`config.mk`:
```
export PLATFORM = sky130hd
export DESIGN_NAME = alu_issue_queue
export DESIGN_NICKNAME = d
export VERILOG_FILES = /design/src/rtl/alu_issue_queue.sv
export SDC_FILE = /design/constraint.sdc
export NUM_CORES = 1
export LEC_CHECK = 0
export CORE_ASPECT_RATIO = 1.5
export CORE_UTILIZATION = 38
export CTS_CLUSTER_SIZE = 8
export DETAILED_ROUTE_END_ITERATION = 6
export GPL_TIMING_DRIVEN = 0
export SYNTH_ARGS = -nofsm -noshare
export SYNTH_HDL_FRONTEND = slang
export SYNTH_SLANG_ARGS = --single-unit
```
`constraint.sdc`:
```
create_clock -name clk -period 2.8 [get_ports clk]
set_input_delay 0.28 -clock clk [delete_from_list [all_inputs] [get_ports clk]]
set_output_delay 0.28 -clock clk [all_outputs]
set_load 0.1 [all_outputs]
```
`src/rtl/alu_issue_queue.sv`:
```
// -----------------------------------------------------------------------------
// alu_issue_queue
//   Command stage around an external combinational ALU (AND/ADD/OR/XOR).
//   Commands {op, a, b} are buffered in a small FIFO. The FIFO head drives the
//   ALU inputs, and the ALU result is registered into a single output slot
//   with a valid/ready handshake. At most one operation retires per clock.
//
// Ports
//   clk, rst_n            clock, synchronous active-low reset
//   flush                 synchronous clear of FIFO and result slot
//   cmd_valid/cmd_ready   upstream handshake (cmd_ready = FIFO not full)
//   cmd_op, cmd_a, cmd_b  command: 00 AND, 01 ADD, 10 OR, 11 XOR
//   alu_a, alu_b, alu_sel head-of-FIFO operands/select to the ALU (0 if empty)
//   alu_result            combinational ALU output
//   res_valid/res_ready   downstream handshake for the result slot
//   res_data, res_op      registered result and the op that produced it
//   res_zero              res_data == 0, registered with res_data
//   count                 FIFO occupancy
// -----------------------------------------------------------------------------
module alu_issue_queue #(
   parameter int WIDTH = 5,
   parameter int DEPTH = 4
) (
   input  logic                       clk,
   input  logic                       rst_n,
   input  logic                       flush,
   input  logic                       cmd_valid,
   output logic                       cmd_ready,
   input  logic [1:0]                 cmd_op,
   input  logic [WIDTH-1:0]           cmd_a,
   input  logic [WIDTH-1:0]           cmd_b,
   output logic [WIDTH-1:0]           alu_a,
   output logic [WIDTH-1:0]           alu_b,
   output logic [1:0]                 alu_sel,
   input  logic [WIDTH-1:0]           alu_result,
   output logic                       res_valid,
   input  logic                       res_ready,
   output logic [WIDTH-1:0]           res_data,
   output logic [1:0]                 res_op,
   output logic                       res_zero,
   output logic [$clog2(DEPTH+1)-1:0] count
);

   localparam int PW = (DEPTH > 1) ? $clog2(DEPTH) : 1;
   localparam int CW = $clog2(DEPTH + 1);

   // FIFO storage; the head must be readable combinationally, so it lives in flops
   logic [1:0]       op_q [DEPTH];
   logic [WIDTH-1:0] a_q  [DEPTH];
   logic [WIDTH-1:0] b_q  [DEPTH];
   logic [1:0]       op_d [DEPTH];
   logic [WIDTH-1:0] a_d  [DEPTH];
   logic [WIDTH-1:0] b_d  [DEPTH];

   logic [PW-1:0]    wr_ptr_q, wr_ptr_d;
   logic [PW-1:0]    rd_ptr_q, rd_ptr_d;
   logic [CW-1:0]    count_q, count_d;
   logic             res_valid_q, res_valid_d;
   logic [WIDTH-1:0] res_data_q, res_data_d;
   logic [1:0]       res_op_q, res_op_d;
   logic             res_zero_q, res_zero_d;

   logic empty;
   logic full;
   logic push;
   logic pop;
   logic push_en;

   assign empty = (count_q == '0);
   assign full  = (count_q == CW'(DEPTH));

   // cmd_ready looks only at the registered count: a full FIFO refuses even on a pop cycle
   assign push    = cmd_valid & ~full;
   assign pop     = ~empty & (~res_valid_q | res_ready);
   assign push_en = push & ~flush;

   assign alu_a   = empty ? '0 : a_q[rd_ptr_q];
   assign alu_b   = empty ? '0 : b_q[rd_ptr_q];
   assign alu_sel = empty ? 2'b00 : op_q[rd_ptr_q];

   // Per-entry write logic
   for (genvar gi = 0; gi < DEPTH; gi++) begin : g_entry
      always_comb begin
         op_d[gi] = op_q[gi];
         a_d[gi]  = a_q[gi];
         b_d[gi]  = b_q[gi];
         if (push_en && (wr_ptr_q == PW'(gi))) begin
            op_d[gi] = cmd_op;
            a_d[gi]  = cmd_a;
            b_d[gi]  = cmd_b;
         end
      end

      always_ff @(posedge clk) begin
         if (!rst_n) begin
            op_q[gi] <= 2'b00;
            a_q[gi]  <= '0;
            b_q[gi]  <= '0;
         end else begin
            op_q[gi] <= op_d[gi];
            a_q[gi]  <= a_d[gi];
            b_q[gi]  <= b_d[gi];
         end
      end
   end

   always_comb begin
      wr_ptr_d    = wr_ptr_q;
      rd_ptr_d    = rd_ptr_q;
      count_d     = count_q;
      res_valid_d = res_valid_q;
      res_data_d  = res_data_q;
      res_op_d    = res_op_q;
      res_zero_d  = res_zero_q;

      if (flush) begin
         wr_ptr_d    = '0;
         rd_ptr_d    = '0;
         count_d     = '0;
         res_valid_d = 1'b0;
         res_data_d  = '0;
         res_op_d    = 2'b00;
         res_zero_d  = 1'b0;
      end else begin
         // DEPTH is a power of two, so pointers wrap by natural overflow
         if (push) begin
            wr_ptr_d = wr_ptr_q + 1'b1;
         end
         if (pop) begin
            rd_ptr_d    = rd_ptr_q + 1'b1;
            res_valid_d = 1'b1;
            res_data_d  = alu_result;
            res_op_d    = alu_sel;
            res_zero_d  = (alu_result == '0);
         end else if (res_valid_q && res_ready) begin
            res_valid_d = 1'b0;
         end
         case ({push, pop})
            2'b10:   count_d = count_q + 1'b1;
            2'b01:   count_d = count_q - 1'b1;
            default: count_d = count_q;
         endcase
      end
   end

   always_ff @(posedge clk) begin
      if (!rst_n) begin
         wr_ptr_q    <= '0;
         rd_ptr_q    <= '0;
         count_q     <= '0;
         res_valid_q <= 1'b0;
         res_data_q  <= '0;
         res_op_q    <= 2'b00;
         res_zero_q  <= 1'b0;
      end else begin
         wr_ptr_q    <= wr_ptr_d;
         rd_ptr_q    <= rd_ptr_d;
         count_q     <= count_d;
         res_valid_q <= res_valid_d;
         res_data_q  <= res_data_d;
         res_op_q    <= res_op_d;
         res_zero_q  <= res_zero_d;
      end
   end

   assign cmd_ready = ~full;
   assign res_valid = res_valid_q;
   assign res_data  = res_data_q;
   assign res_op    = res_op_q;
   assign res_zero  = res_zero_q;
   assign count     = count_q;

endmodule

```
# Word level (Yosys, flattened, before mapping)
# Memory sizes are Yosys's and may differ from the RTL's. A register that Yosys moved wholly into a read port is not among the register bits.
# Index checks and enable logic that the tools add are counted.
# Widths: inputs -> output; s select.
totals:
  ff_bits: 16
  mem_bits_rw: 48
  elab_cells: 98
  n_memories: 3
mem_list:
  columns: ["memory", "words", "width", "rd", "rd_ports_with_merged_regs", "write_ports", "line_no", "rtl"]
  rows:
  - ["a_q", 4, 5, 1, 1, 4, "49", "logic [WIDTH-1:0] a_q [DEPTH];"]
  - ["b_q", 4, 5, 1, 1, 4, "50", "logic [WIDTH-1:0] b_q [DEPTH];"]
  - ["op_q", 4, 2, 1, 1, 4, "48", "logic [1:0] op_q [DEPTH];"]
classes:
  add_sub_neg: 4
  n_eq_ne: 10
  muxes: 38
  n_bitwise: 21
  reduce_logical: 15
ops:
  columns: ["op", "count"]
  rows:
  - ["$mux 5", 18]
  - ["$mux 2", 15]
  - ["$or 1x1->1", 13]
  - ["$reduce_and 2->1", 4]
  - ["$eq 2x2->1 const B", 3]
  - ["$pmux 3 s2", 1]
  - ["$logic_and 1x1->1", 5]
  - ["$logic_not 5->1", 1]
  - ["$not 1->1", 5]
  - ["$add 2x1->2 const B", 2]
  - ["$eq 2x1->1 const B", 2]
  - ["$mux 1", 4]
  - ["$ne 1x1->1 const B", 4]
  - ["$reduce_bool 2->1", 2]
  - ["$add 3x1->3 const B", 1]
  - ["$and 1x1->1", 3]
  - ["$eq 3x3->1 const B", 1]
  - ["$logic_not 3->1", 1]
  - ["$sub 3x1->3 const B", 1]
  - ["$logic_not 2->1", 1]
  - ["$reduce_or 2->1", 1]

# Logic depth before layout (Yosys ltp)
# Gate-level depths: netlist of the first run.
logic_depth:
  depth_word: 8
  mapped_depth: 9
  ltp_nobuf: 8

# Worst setup path before layout of the first run
# Ideal clock, no wire load.
synth_path:
  path_kind: "register -> register"
  from: "register count_q[2], in the netlist count[2]"
  to: "register count_q[2], in the netlist count[2]"
  setup_time_ns: 0.070
  arrival_ns: 2.870
  setup_slack_ns: -0.139
  path_stages_with_launch: 10
  path_buffers: 1
  path_cell_list: "dfxtp_1 or3b_1 buf_6 nand2_1 ha_1 inv_1 fa_1 xor2_1 or3_1 a21oi_1"
synth_via:
  elab_chain_len: 5
  word_cells_on_any_way: 12
synth_lines:
  columns: ["element", "line_no", "rtl"]
  rows:
  - ["start: declaration", "57", "logic [CW-1:0] count_q, count_d;"]
  - ["start signal: assignment", "158", "count_q <= count_d;"]
  - ["$eq 3x3->1 *", "70", "assign full = (count_q == CW'(DEPTH));"]
  - ["$not 1->1 *", null, null]
  - ["named net cmd_ready", "28", "output logic cmd_ready,"]
  - ["$and 1x1->1 *", "73", "assign push = cmd_valid & ~full;"]
  - ["$eq 2x1->1 or $eq 2x2->1 (tied branches)", "138", "case ({push, pop})"]
  - ["$pmux 3 s2 or $reduce_bool 2->1 (tied branches)", null, null]
# The timed path passes the listed nets; every way through them passes the cells marked *.
# A chain may end at the register's enable or synchronous reset.

# Worst setup path in the final report of the first run
layout_path:
  from: "register count_q[0], in the netlist count[0]"
  to: "output port alu_a[3]"
layout_via:
  elab_chain_len: 2
layout_lines:
  columns: ["element", "line_no", "rtl"]
  rows:
  - ["$logic_not 3->1", "69", "assign empty = (count_q == '0);"]
  - ["$mux 5", "77", "assign alu_a = empty ? '0 : a_q[rd_ptr_q];"]
  - ["end: declaration", "32", "output logic [WIDTH-1:0] alu_a,"]
# No other way between the ends.

==> results by group, run 1 <==
Run
  • Max_cap viols: 0

Floorplan
  • Die Height: about 110 um
  • Initial Utilization: between 30% and 40%
  • Num rows: 39
  • Core Footprint: about 0.0077 mm2
  • Die Width: ~75 um
  • I/O pin count: 47
  • Die Footprint: about 0.0083 mm2

GRT
  • Vias in the first global route: about 2000
  • Grt total ovfl: 0
  • Antenna violations before repair: 0
  • First-pass GRT wire length: roughly 10 mm
  • Largest net degree at the start of global routing: 13
  • Total track usage: between 15 and 20%

Detailed routing
  • Vias per cell: ~5
  • Via count: ~2000
  • DRT antenna net count: 0
  • Initial drt markers: 30
  • DR WL/cell: 15.9 um
  • # DRC: 0
  • Final WL: about 6.4 mm
  • Pre-antenna DRT Iters: 4

Cells and area
  • Fillers: 714
  • Layout Nets: 327
  • P&R area growth vs syn: 28.6%
  • Multi-input logic area: between 0.001 and 0.0015 mm2
  • ANT cells: 0
  • Commonest cells after routing, fill and taps aside: nor2_1, edfxtp_1, clkdlybuf4s50_1, nand2_1, dfxtp_1
  • Register area: 0.00180 mm2
  • Layout cells sized above 1: between 10 and 15%
  • Commonest non-fill, non-tap cell in the layout: nor2_1

CTS
  • Root Driver: clkbuf_16
  • Worst skew pair latency: 0.33 ns
  • Hold_buf cts: 0
  • Setup Buffers After CTS: 0
  • Clock transition at path regs: roughly 0.050 ns
  • Clk buf depth: 2
  • CTS buffer count: 9
  • CTS H-tree depth: 3
  • Clk sinks: 66
  • CTS tree: built

STA
  • Final setup viols: 0
  • Skew final: approximately 0.0034 ns
  • Post-route setup slack: about 0.15 ns
  • Setup total negative slack: 0 ns
  • Actual slew at the worst max-slew pin: slightly below 1 ns
  • Final hold vios: 0
  • Fmax: ~0.38 GHz
  • Fin crit period: roughly 2.6 ns
  • Final slew viol count: 0
  • Hold Slack: between 0.3 and 0.4 ns
  • Tcrit/Tclk final: roughly 94%
  • Relative slew slack: about a third
  • RSZ-0062 raised after global routing: false

Yosys
  • Synth Instances: between 200 and 250
  • YS warnings: 0
  • Seq/Total Area, Yosys: around 60%
  • Synthesized area: slightly above 0.003 mm2
  • #FFs+latches synth: 66
  • Area share of the largest cell type after synthesis: approximately 48%
  • Top post-synthesis cells by area: edfxtp_1, dfxtp_1, mux4_2
  • Yosys cell types: 29
  • Syn Area/Cell: roughly 12 um2
  • Post-Syn Nets: between 200 and 300
  • Synth area leader: edfxtp_1

Setup path
  • Slowest Stage Delay on Critical Path: between 0.8 and 0.9 ns
  • CP Class: reg2out
  • Worst Path Buf+Inv: 2
  • CP Cell Sequence: or3_2 -> clkbuf_1 -> and2_1 -> dlygate4sd2_1
  • Worst flop-to-flop path endpoint: count[2]$_SDFFE_PP0P_
  • Slowest stage cell, crit path: dlygate4sd2_1
  • Crit path launch: count[0]$_SDFFE_PP0P_
  • R2R Path Start: count[0]$_SDFFE_PP0P_
  • CP Depth: 4
  • Crit Path Max Fanout: 10
  • CP required: approximately 2.5 ns
  • R2R depth: 9
  • CP top delay family: buffers and inverters
  • CP endpoint: alu_a[3]
  • Flop-to-flop setup slack: 0.54 ns
  • Worst setup SP type: register
  • Arrival time at the worst endpoint: 2.37 ns
  • Worst Setup End Kind: output port

Placed design
  • Hpwl dp: between 4 and 5 mm
  • GPL Wtd Cong: between 0.7 and 0.8
  • Post-placement setup slack: about 0.17 ns
  • Port Buf Inserts: 44

Pwr
  • Sw Pwr: slightly above 700 uW
  • Sw Ratio: 26.7%
  • P_int: between 1.5 and 2 mW
  • P_leak: around 1.4 nW
  • Seq pwr share: about 41%
  • Max VDD drop: 0.353 mV
  • Clock power share: between 40% and 50%
  • Combinational share of power: between 15 and 20%
  • Cell Pwr Density: 700 mW/mm2

Worst hold path
  • HP Class: in2reg

Status
  • Status: completed
## worst min-delay path by stage
| stage | start | end | slack [ns] | cells past startpoint |
|---|---|---|---|---|
| 5_1_grt | cmd_valid | wr_ptr_q[0]$_SDFFE_PP0P_ | 0.38 | 3 |
| 3_3_place_gp | res_data[4]$_SDFFE_PP0P_ | res_data[4]$_SDFFE_PP0P_ | 0.46 | 2 |
| 2_1_floorplan | alu_result[0] | res_data[0]$_SDFFE_PP0P_ | 0.43 | 2 |
| 4_1_cts | cmd_valid | wr_ptr_q[0]$_SDFFE_PP0P_ | 0.36 | 3 |
| 6_report | cmd_valid | wr_ptr_q[1]$_SDFFE_PP0P_ | 0.37 | 3 |
| 3_5_place_dp | res_data[1]$_SDFFE_PP0P_ | res_data[1]$_SDFFE_PP0P_ | 0.47 | 2 |
## state kept, by name, indices dropped and copies added (netlist names), 2 cells and up, named ones only
register and cells:
a_q 20, b_q 20, op_q 8, res_data 5, count 3, rd_ptr_q 2, res_op 2, wr_ptr_q 2
## per-stage QoR
stage | total power, mW | cell area (um2) | cells | utilization (%)
2_1_floorplan | 1.45 | 3020 | 244 | -
3_5_place_dp | 1.58 | 3590 | 390 | 46.8
5_1_grt | 2.82 | 3880 | 405 | 50.6
6_report | 2.71 | 3880 | 405 | 50.6
3_3_place_gp | 1.57 | 3590 | 390 | 46.8
4_1_cts | 2.74 | 3880 | 405 | 50.6
## cells in the mapped netlist
cell type	instances
a21o_1	2
a21oi_1	15
a21oi_2	1
and2_1	12
buf_2	5
buf_6	6
clkbuf_1	6
dfxtp_1	18
edfxtp_1	48
fa_1	1
ha_1	5
inv_1	6
mux4_1	1
mux4_2	11
nand2_1	17
nand2b_1	2
nand3_1	10
nand4_1	1
nand4b_4	4
nor2_1	53
nor2b_1	1
nor3_1	2
o21ai_0	10
o31ai_1	1
or3_1	1
or3_2	1
or3b_1	1
or4_1	1
xor2_1	2
## tightest hold or removal path: cells and delay by family
kind            cells  cell delay [ns]
buf+inv             1             0.19
simple gates        1             0.13
compound gates      1             0.05
## logic make-up (layout without fill, tap and decap cells)
kind of cell,count (synthesis),after routing,synth area share (%)
AOI/OAI and AO/OA,29,29,5.18
xor gates and xnor gates,2,2,0.581
adders and majority gates,6,6,2.74
buffers and inverters,23,82,4.56
DFF,66,66,59.7
muxes,12,12,9.08
and+or+nand+nor,106,106,18.2
## timing repair
item                                    CTS  global route
endpoints found under the setup margin   12             0
resized for setup                        12             0
endpoints found under the hold margin     0             0
## power groups by stage
stage / Clock (mW) / Combinational (mW) / Sequential (mW)
floorplan: 0 / 0.268 / 1.19
global placement: 0 / 0.446 / 1.13
global route: 1.24 / 0.463 / 1.12
finish: 1.17 / 0.434 / 1.11
CTS: 1.19 / 0.440 / 1.11
detailed placement: 0 / 0.448 / 1.13
## layout make-up
class                           count  area share, %
Buffer                             17           2.97
Clock buffer                        9           5.80
Clock inverter                      6           2.13
Inverter                            6          0.580
Multi-Input combinational cell    155           27.8
Sequential cell                    66           46.5
Tap cell                          102           3.29
Timing Repair Buffer               44           11.0
## metal layers
layer | wire [um] | share of wire (%) | global-route usage [%] | vias up
li1 | - | - | - | 976
met1 | 2690 | 42 | 20.5 | 991
met2 | 3410 | 53 | 28.8 | 53
met3 | 226 | 3.5 | 4.64 | 10
met4 | 112 | 1.7 | 6.04 | 0
met5 | 0 | 0 | 0 | -
Power figures use the tool's default switching activity.
==> run 2, diff against run 1 <==
CTS_CLUSTER_DIAMETER = 200   (was not set)
==> results of run 2 <==
Final layout, timing and power as in run 1 (identical DEF).
